File: src/rtl/key_event_queue.sv
// Debounced push-button encoder feeding a small key-event FIFO.
// Latency: a press first registered at edge N is queued at edge N+DEBOUNCE; pops take effect at the next edge.
// Backpressure: a full FIFO drops new events and sets a sticky overflow flag; a same-edge pop frees room for the push.
// Optional feature: define KEY_REPEAT_EN to auto-repeat a held key (REPEAT_DELAY, then every REPEAT_PERIOD cycles).
module key_event_queue #(
  parameter int DEBOUNCE      = 2,
  parameter int DEPTH         = 4,
  parameter int REPEAT_DELAY  = 50,
  parameter int REPEAT_PERIOD = 10
) (
  input  logic        clk,
  input  logic        reset,
  input  logic [20:0] pb,
  input  logic        pop,
  output logic [4:0]  key,
  output logic        valid,
  output logic [4:0]  count,
  output logic        overflow
);

  localparam int         AW      = (DEPTH > 1) ? $clog2(DEPTH) : 1;
  localparam logic [3:0] DB_LAST = 4'(DEBOUNCE - 1);
  localparam logic [4:0] DEPTH_C = 5'(DEPTH);

  // Reject configurations the counters and pointers cannot represent.
  if (DEBOUNCE < 1 || DEBOUNCE > 15) begin : g_bad_debounce
    $error("key_event_queue: DEBOUNCE must be 1..15");
  end
  if (DEPTH < 2 || DEPTH > 16 || (DEPTH & (DEPTH - 1)) != 0) begin : g_bad_depth
    $error("key_event_queue: DEPTH must be a power of 2 in 2..16");
  end
  if (REPEAT_DELAY < 1 || REPEAT_PERIOD < 1) begin : g_bad_repeat
    $error("key_event_queue: REPEAT_DELAY and REPEAT_PERIOD must be >= 1");
  end

  typedef enum logic [1:0] {IDLE, ARM, HELD, REL} state_t;

  logic [20:0]   pb_q;
  logic [4:0]    code;
  logic          any;
  state_t        state_q;
  logic [3:0]    stab_q;
  logic [4:0]    cand_q;
  logic          accept;
  logic          rpt_push;
  logic          push;
  logic [4:0]    push_code;

  logic [4:0]    mem_q [DEPTH];
  logic [AW-1:0] wr_ptr_q;
  logic [AW-1:0] rd_ptr_q;
  logic [4:0]    cnt_q;
  logic          ovf_q;
  logic          full;
  logic          do_pop;
  logic          do_push;
  logic          drop;

  // Input register: every decision below looks only at this sampled copy.
  always_ff @(posedge clk or posedge reset) begin
    if (reset) pb_q <= '0;
    else       pb_q <= pb;
  end

  // Priority encoder: highest pressed button wins.
  always_comb begin
    code = 5'd0;
    for (int i = 0; i < 21; i++) begin
      if (pb_q[i]) code = 5'(i);
    end
  end

  assign any = |pb_q;

  // Acceptance: the IDLE sample counts as the first stable sample, so ARM
  // needs DEBOUNCE-1 further matching samples.
  always_comb begin
    accept = 1'b0;
    case (state_q)
      IDLE:    accept = any && (DEBOUNCE == 1);
      ARM:     accept = any && (code == cand_q) && ((stab_q + 4'd1) >= DB_LAST);
      default: accept = 1'b0;
    endcase
  end

`ifdef KEY_REPEAT_EN
  localparam logic [15:0] RPT_DELAY  = 16'(REPEAT_DELAY);
  localparam logic [15:0] RPT_PERIOD = 16'(REPEAT_PERIOD);

  logic [15:0] rpt_q;
  logic        rpt_armed_q;
  logic [15:0] rpt_inc;

  assign rpt_inc  = rpt_q + 16'd1;
  assign rpt_push = (state_q == HELD) && any &&
                    (rpt_armed_q ? (rpt_inc == RPT_PERIOD) : (rpt_inc == RPT_DELAY));

  // Repeat timer: runs only during uninterrupted HELD; any release bounce restarts the delay.
  always_ff @(posedge clk or posedge reset) begin
    if (reset) begin
      rpt_q       <= '0;
      rpt_armed_q <= 1'b0;
    end else if (state_q == HELD && any) begin
      if (rpt_push) begin
        rpt_q       <= '0;
        rpt_armed_q <= 1'b1;
      end else begin
        rpt_q <= rpt_inc;
      end
    end else begin
      rpt_q       <= '0;
      rpt_armed_q <= 1'b0;
    end
  end
`else
  assign rpt_push = 1'b0;
`endif

  assign push      = accept | rpt_push;
  // In ARM and HELD the latched candidate is the code being reported.
  assign push_code = (state_q == IDLE) ? code : cand_q;

  // Debounce FSM: IDLE -> ARM -> HELD -> REL -> IDLE.
  always_ff @(posedge clk or posedge reset) begin
    if (reset) begin
      state_q <= IDLE;
      stab_q  <= '0;
      cand_q  <= '0;
    end else begin
      case (state_q)
        IDLE: begin
          if (any) begin
            cand_q  <= code;
            stab_q  <= '0;
            state_q <= (DEBOUNCE == 1) ? HELD : ARM;
          end
        end
        ARM: begin
          if (!any) begin
            state_q <= IDLE;
          end else if (code != cand_q) begin
            cand_q <= code;
            stab_q <= '0;
          end else if (accept) begin
            state_q <= HELD;
          end else begin
            stab_q <= stab_q + 4'd1;
          end
        end
        HELD: begin
          // Code changes while still pressed are deliberately ignored.
          if (!any) begin
            state_q <= REL;
            stab_q  <= '0;
          end
        end
        REL: begin
          // The HELD sample that saw the release counts as the first quiet sample.
          if (any) begin
            state_q <= HELD;
          end else if ((stab_q + 4'd1) >= DB_LAST) begin
            state_q <= IDLE;
          end else begin
            stab_q <= stab_q + 4'd1;
          end
        end
        default: state_q <= IDLE;
      endcase
    end
  end

  assign full    = (cnt_q == DEPTH_C);
  assign valid   = (cnt_q != 5'd0);
  assign do_pop  = pop && valid;
  assign do_push = push && (!full || do_pop);
  assign drop    = push && full && !do_pop;

  // FIFO control: pointers wrap naturally at DEPTH (power of two).
  always_ff @(posedge clk or posedge reset) begin
    if (reset) begin
      wr_ptr_q <= '0;
      rd_ptr_q <= '0;
      cnt_q    <= '0;
      ovf_q    <= 1'b0;
    end else begin
      if (do_push) wr_ptr_q <= wr_ptr_q + 1'b1;
      if (do_pop)  rd_ptr_q <= rd_ptr_q + 1'b1;
      case ({do_push, do_pop})
        2'b10:   cnt_q <= cnt_q + 5'd1;
        2'b01:   cnt_q <= cnt_q - 5'd1;
        default: cnt_q <= cnt_q;
      endcase
      if (drop) ovf_q <= 1'b1;
    end
  end

  // FIFO storage: contents are only visible through valid-gated key, so no reset needed.
  always_ff @(posedge clk) begin
    if (do_push) mem_q[wr_ptr_q] <= push_code;
  end

  assign key      = valid ? mem_q[rd_ptr_q] : 5'd0;
  assign count    = cnt_q;
  assign overflow = ovf_q;

endmodule

File: config.mk
export PLATFORM = sky130hd
export DESIGN_NAME = key_event_queue
export DESIGN_NICKNAME = d
export VERILOG_FILES = /design/src/rtl/key_event_queue.sv
export SDC_FILE = /design/constraint.sdc
export NUM_CORES = 1
export LEC_CHECK = 0
export ABC_AREA = 1
export BUFFER_PORTS_ARGS = -buffer_cell sky130_fd_sc_hd__buf_2
export CAP_MARGIN = 5
export CELL_PAD_IN_SITES_DETAIL_PLACEMENT = 0
export CELL_PAD_IN_SITES_GLOBAL_PLACEMENT = 1
export CORE_MARGIN = 3
export CORE_UTILIZATION = 40
export CTS_CLUSTER_DIAMETER = 80
export DETAILED_ROUTE_END_ITERATION = 16
export GPL_TIMING_DRIVEN = 0
export PLACE_DENSITY = 0.82
export SLEW_MARGIN = 20
export SYNTH_ARGS = -nofsm -noshare
export SYNTH_HDL_FRONTEND = slang
export SYNTH_SLANG_ARGS = --single-unit
File: constraint.sdc
create_clock -name clk -period 2.6 [get_ports clk]
set_input_delay 0.52 -clock clk [delete_from_list [all_inputs] [get_ports clk]]
set_output_delay 0.52 -clock clk [all_outputs]
set_load 0.01 [all_outputs]
==> out/qor.yml, run 1 <==
maxSlewHeadroom_pct: 66.0
synthMostInstantiatedCell: "nand2_1"
clock_skew_ps: 7.59
grt_pass1_wl_um: 8430
critPathLaunchType: "register"
routed_wl_um: 4870
antenna_found_initial: 0
multi_input_area_um2: 1180
area_growth_pct: 24.2
die_h_um: 91.9
critical_path_class: "register to register"
cts_buffers: 9
clk_pin_slew_worst_paths_ps: 70
fillers: 663
start_util_pct: 42.3
period_minus_slack_ps: 2620
avgSynthCellArea_um2: 9.31
via_per_inst: 4.40
hold_path.class: "input port to async pin"
worst_pin_slew_ps: 504
synthTopCellsByArea: "dfrtp_1 36%, edfxtp_1 20%, nand2_1 7.8%"
synth_top_area_share_pct: 35.6
placed_cell_area_um2: 3270
design_area_um2: 3660
grt_usage_pct: 12.4
routedWlPerCell_um: 10.2
clockBufferDepth: 2
synthTopCellsByCount: "61 x nand2_1, 42 x dfrtp_1, 40 x inv_1, 40 x nor2_1, 21 x o21ai_0"
synth_fp_nets: 348
final_net_count: 408
layout-drive-gt1-share_pct: 31.2
antenna_cells: 0
cts.sink_count: 62
end_kind: "register"
final.setup.worst_slack_ps: -21.6
synth_warnings: 0
die_w_um: 91.9
gp_congestion: 0.727
rows: 30
tritoncts: "built"
powerDensity_nw_per_um2: 974
synthCells: 317
vias: 2101
ys_types: 33
root_buffer: "clkbuf_8"
yosysTopAreaCell: "dfrtp_1"
status: "finished with violations"
drt_iter0_drc: 82
cp.required_ps: 2820
maxCapViolCount: 0
synth_edf_count: 20
clk_latency_ps: 330
ys_seq_area_share_pct: 56.0
arrival_ps: 2840
vdd_drop_max_mv: 0.371
dieArea_um2: 8440
grt_max_degree: 23
fmax_ghz: 0.381
cp_max_fo: 5
fin_crit_sh_pct: 101
power_leakage_nw: 1.71
synth-async-reset-ratio_pct: 67.7
fin_util_pct: 52.5
final_hold_viol_count: 0
core_um2: 6980
drc: 0
synth_area_um2: 2950
hpwlAfterDp_um: 3630
dr.pass1.iters: 4
portBuffers: 35
first_global_vias: 1951
rsz0062_at_grt: "true"
htree_num_levels: 3
ys.flop_type: "dfrtp_1"
violations: "negative setup slack"
ant_nets: 0
ys_seq_elements: 62
setup_violations: 1
grt_remaining_overflow: 0
slew_viol_final: 0
ios: 36
p_total_mw: 3.57
seq_area_um2: 1650
timing repair:
item	in CTS	in global routing
buffers inserted	4	9
pin swaps	4	18
endpoints found under the setup margin	22	38
hold buffers	0	0
endpoints found under the hold margin	0	0
resized for setup	3	22
area by class of cell:
type	count	share of cell area, %
clock inverters	6	1.40
clock buffers	10	4.06
well taps	96	3.28
inverters	54	5.53
repair buffers	49	8.20
plain buffers	3	0.307
multi-input cells	198	32.1
flip-flops and latches	62	45.1
power by group:
| group | internal, mW | switching (mW) | total, mW | leakage, nW |
|---|---|---|---|---|
| clock network | 0.415 | 0.383 | 0.798 | 0.0986 |
| registers | 1.22 | 0.155 | 1.38 | 0.684 |
| logic | 0.554 | 0.839 | 1.39 | 0.930 |
| total | 2.19 | 1.38 | 3.57 | 1.71 |
registers in the layout (all words and copies together), names as in the netlist, named ones only:
register,count
pb_q,21
mem_q,20
cand_q,5
count,5
stab_q,4
rd_ptr_q,2
wr_ptr_q,2
overflow,1
state_q,1
metrics by stage:
step | std cells | hold slack, ps | setup WS [ps] | TNS, ps
2_1_floorplan | 317 | 470 | 98.4 | 0
3_3_place_gp | 448 | 484 | -184 | -1500
3_5_place_dp | 449 | 489 | -275 | -3000
4_1_cts | 469 | 191 | -94.3 | -1250
5_1_grt | 478 | 224 | -355 | -6540
6_report | 478 | 194 | -21.6 | -21.6
cell usage in the layout (no fill, tap or decap), drive strengths merged, types with 5 or more instances in the layout:
cell type  count
buf           49
nor2          46
edfxtp        20
o21ai         26
dfrtp         42
nand2         70
nand4          5
xor2           6
ha             7
inv           56
clkbuf        13
a21oi          7
nand3         18
worst max-delay path, stage by stage (launching register included):
cell and delay, ps:
dfrtp_1 390, nor2_2 140, nand3_2 110, nor2_4 140, inv_2 50, nor2_4 130, inv_2 50, nor2_2 70
nor2_1 50, nor3_2 100, nand2_1 120, nor2_4 150, nand4_4 170, nand3_4 150, nand2_2 60, inv_2 60
ha_4 120, inv_2 40, nand2_4 60, nand4_1 90, o21ai_2 100, nand2_1 70, nand2_1 60, nand2_1 40
logic make-up (layout without fill, tap and decap cells):
group | count (synthesis) | in the layout | synth area share [%]
xor+xnor | 8 | 8 | 2.88
fa+ha+maj | 7 | 7 | 2.97
compound gates | 36 | 36 | 6.53
buf+inv | 57 | 122 | 7.25
flops | 62 | 62 | 56.0
simple gates | 147 | 147 | 24.4
routing by layer:
metal  up-vias  wire length (µm)  GRT usage (%)
li1       1121                 -              -
met1       938              2230           15.0
met2        36              2370           21.1
met3         6               202           2.63
met4         0                65           5.94
met5         -                 0              0
worst paths after layout:
path                           start        end  slack [ps]  cells past startpoint
max                         pb_q[16]   count[4]         -20                     23
min                            reset    pb_q[9]         190                      2
max reg2reg                 pb_q[16]   count[4]         -20                     23
min reg2reg                stab_q[3]  stab_q[3]         510                      2
max in group asynchronous      reset  cand_q[1]        1950                      3
min in group clk               pb[9]    pb_q[9]         290                      1
Note: power is estimated with default switching activity, not from simulation.
==> run 2, diff against run 1 <==
--- a/config.mk
+++ b/config.mk
@@ -6,16 +6,16 @@
 export NUM_CORES = 1
 export LEC_CHECK = 0
 export ABC_AREA = 1
-export BUFFER_PORTS_ARGS = -buffer_cell sky130_fd_sc_hd__buf_2
-export CAP_MARGIN = 5
+export CAP_MARGIN = 0
 export CELL_PAD_IN_SITES_DETAIL_PLACEMENT = 0
 export CELL_PAD_IN_SITES_GLOBAL_PLACEMENT = 1
 export CORE_MARGIN = 3
-export CORE_UTILIZATION = 40
+export CORE_UTILIZATION = 43
 export CTS_CLUSTER_DIAMETER = 80
 export DETAILED_ROUTE_END_ITERATION = 16
+export DONT_BUFFER_PORTS = 1
 export GPL_TIMING_DRIVEN = 0
-export PLACE_DENSITY = 0.82
+export PLACE_DENSITY = 0.81
 export SLEW_MARGIN = 20
 export SYNTH_ARGS = -nofsm -noshare
 export SYNTH_HDL_FRONTEND = slang
==> out/qor.yml, run 2 (synthesis results as in run 1) <==
core_um2: 6490  # was 6980 µm²
hold_path.class: "input port to async pin"  # unchanged
period_minus_slack_ps: 2600  # was 2620 ps
grt_usage_pct: 13.6  # was 12.4%
layout-drive-gt1-share_pct: 23.0  # was 31.2%
portBuffers: 0  # was 35
final_net_count: 370  # was 408
critPathLaunchType: "register"  # unchanged
maxCapViolCount: 0  # unchanged
final_cell_mix: "58 x nand2_1, 42 x dfrtp_1, 37 x inv_1, 36 x nor2_1, 21 x o21ai_0"  # was 57 x nand2_1, 42 x dfrtp_1, 37 x inv_1, 36 x nor2_1, 35 x buf_2
grt_max_degree: 23  # unchanged
vdd_drop_max_mv: 0.440  # was 0.371 mV
clockBufferDepth: 2  # unchanged
final_hold_viol_count: 0  # unchanged
p_total_mw: 3.60  # was 3.57 mW
routedWlPerCell_um: 11.3  # was 10.2 µm
placed_cell_area_um2: 3070  # was 3270 µm²
die_h_um: 88.8  # was 91.9 µm
gp_congestion: 0.751  # was 0.727
rsz0062_at_grt: "true"  # unchanged
htree_num_levels: 3  # unchanged
final_common_cell: "nand2_1"  # unchanged
holdWs_ps: 84.5  # was 194 ps
fmax_ghz: 0.385  # was 0.381 GHz
clk_pin_slew_worst_paths_ps: 70  # about the same
routed_wl_um: 4760  # was 4870 µm
design_area_um2: 3440  # was 3660 µm²
tritoncts: "built"  # unchanged
drt_iter0_drc: 73  # was 82
fin_crit_sh_pct: 100  # was 101%
fin_util_pct: 53.0  # was 52.5%
maxSlewHeadroom_pct: 63.4  # was 66.0%
clock_skew_ps: 7.34  # was 7.59 ps
setup_violations: 0  # was 1
worst_pin_slew_ps: 544  # was 504 ps
cts_hold_buf: 0  # unchanged
ant_nets: 0  # unchanged
status: "finished, final reports clean"  # was finished with violations
grt_pass1_wl_um: 8110  # was 8430 µm
arrival_ps: 2610  # was 2840 ps
hpwlAfterDp_um: 3560  # was 3630 µm
critical_path_class: "register to register"  # unchanged
vias: 1980  # was 2101
cts.sink_count: 62  # unchanged
clk_latency_ps: 330  # about the same
dieArea_um2: 7890  # was 8440 µm²
first_global_vias: 1833  # was 1951
slew_viol_final: 0  # unchanged
die_w_um: 88.8  # was 91.9 µm
powerDensity_nw_per_um2: 1050  # was 974 nW/µm²
power_leakage_nw: 1.57  # was 1.71 nW
start_util_pct: 45.4  # was 42.3%
reg.largest.list: "pb_q (21), mem_q (20)"  # unchanged
cts_buffers: 9  # unchanged
antenna_cells: 0  # unchanged
end_kind: "register"  # unchanged
ios: 36  # unchanged
largest_reg_flops: 21  # unchanged
drc: 0  # unchanged
top_register: "pb_q"  # unchanged
cp_max_fo: 7  # was 5
grt_remaining_overflow: 0  # unchanged
area_growth_pct: 16.7  # was 24.2%
cp.required_ps: 2610  # was 2820 ps
antenna_found_initial: 0  # unchanged
rows: 29  # was 30
root_buffer: "clkbuf_8"  # unchanged
dr.pass1.iters: 4  # unchanged
via_per_inst: 4.70  # was 4.40
==> run 2: cell count changes in the layout (fill, tap and decap cells not counted), moves of 2 or more <==
| cell | before | now |
|---|---|---|
| buf_2 | 35 | 0 |
| buf_4 | 13 | 9 |
| bufinv_16 | 0 | 2 |
| nand2_2 | 6 | 8 |
| nand2_4 | 7 | 4 |
| nor2_2 | 3 | 6 |
| nor2_4 | 7 | 4 |
==> run 2: layer usage <==
layer	vias up	part of all wire (%)	routed length, µm	global-route usage [%]
met5	-	0	0	0
met4	0	2.1	102	7.42
met3	10	5.2	246	3.82
met2	40	49	2330	22.2
met1	881	44	2080	16.3
li1	1049	-	-	-
==> run 2: worst paths after layout <==
kind,startpoint,to,slack [ps],depth (start not counted)
worst max register to register,pb_q[16],mem_q[0][1],0.7,15
min in group clk,pb[9],pb_q[9],210,0
worst min-delay path,reset,pb_q[11],80,1
worst min register to register,stab_q[3],stab_q[3],510,2
max in group asynchronous,reset,cand_q[2],2060,2
worst max-delay path,pb_q[16],mem_q[0][1],0.7,15
==> run 2: stage by stage <==
step / setup TNS [ps] / cells / worst slack, ps
after floorplan: 0 / 317 / 98.4
after global placement: -1320 / 394 / -143
after detailed placement: -1990 / 395 / -165
after CTS: -1170 / 414 / -71.7
after global routing: -6710 / 421 / -315
final: 0 / 421 / 0.747
==> run 2: layout make-up <==
class | count | area [µm²]
fill | 579 | 3050
sequential | 62 | 1650
multi-input combinational | 198 | 1140
inverter | 54 | 203
clock buffer | 10 | 138
timing repair buffer | 11 | 106
tap | 77 | 96.3
clock inverter | 6 | 92.6
buffer | 3 | 11.3
==> run 2: power by group <==
group          internal (mW)  switching (mW)
Combinational          0.472           0.781
Clock                  0.572           0.378
Sequential              1.22           0.179
==> run 2: repair_timing <==
action | in CTS | in global routing
hold endpoints to repair | 0 | 0
resized for setup | 3 | 15
setup endpoints to repair | 22 | 30
pin swaps | 2 | 13
buffers inserted | 3 | 8
==> run 2: critical path: stages, from the launching register on <==
cell and delay (ps):
dfrtp_1 380, nor2_2 140, nand3_2 110, nor2_4 150, inv_2 60, nor2_4 120
inv_2 50, nor2_2 60, nor2_1 50, nor3_2 90, nand2_1 110, nor2_4 150
nand4_4 170, clkinv_1 100, nand2_1 220, nor2_2 310
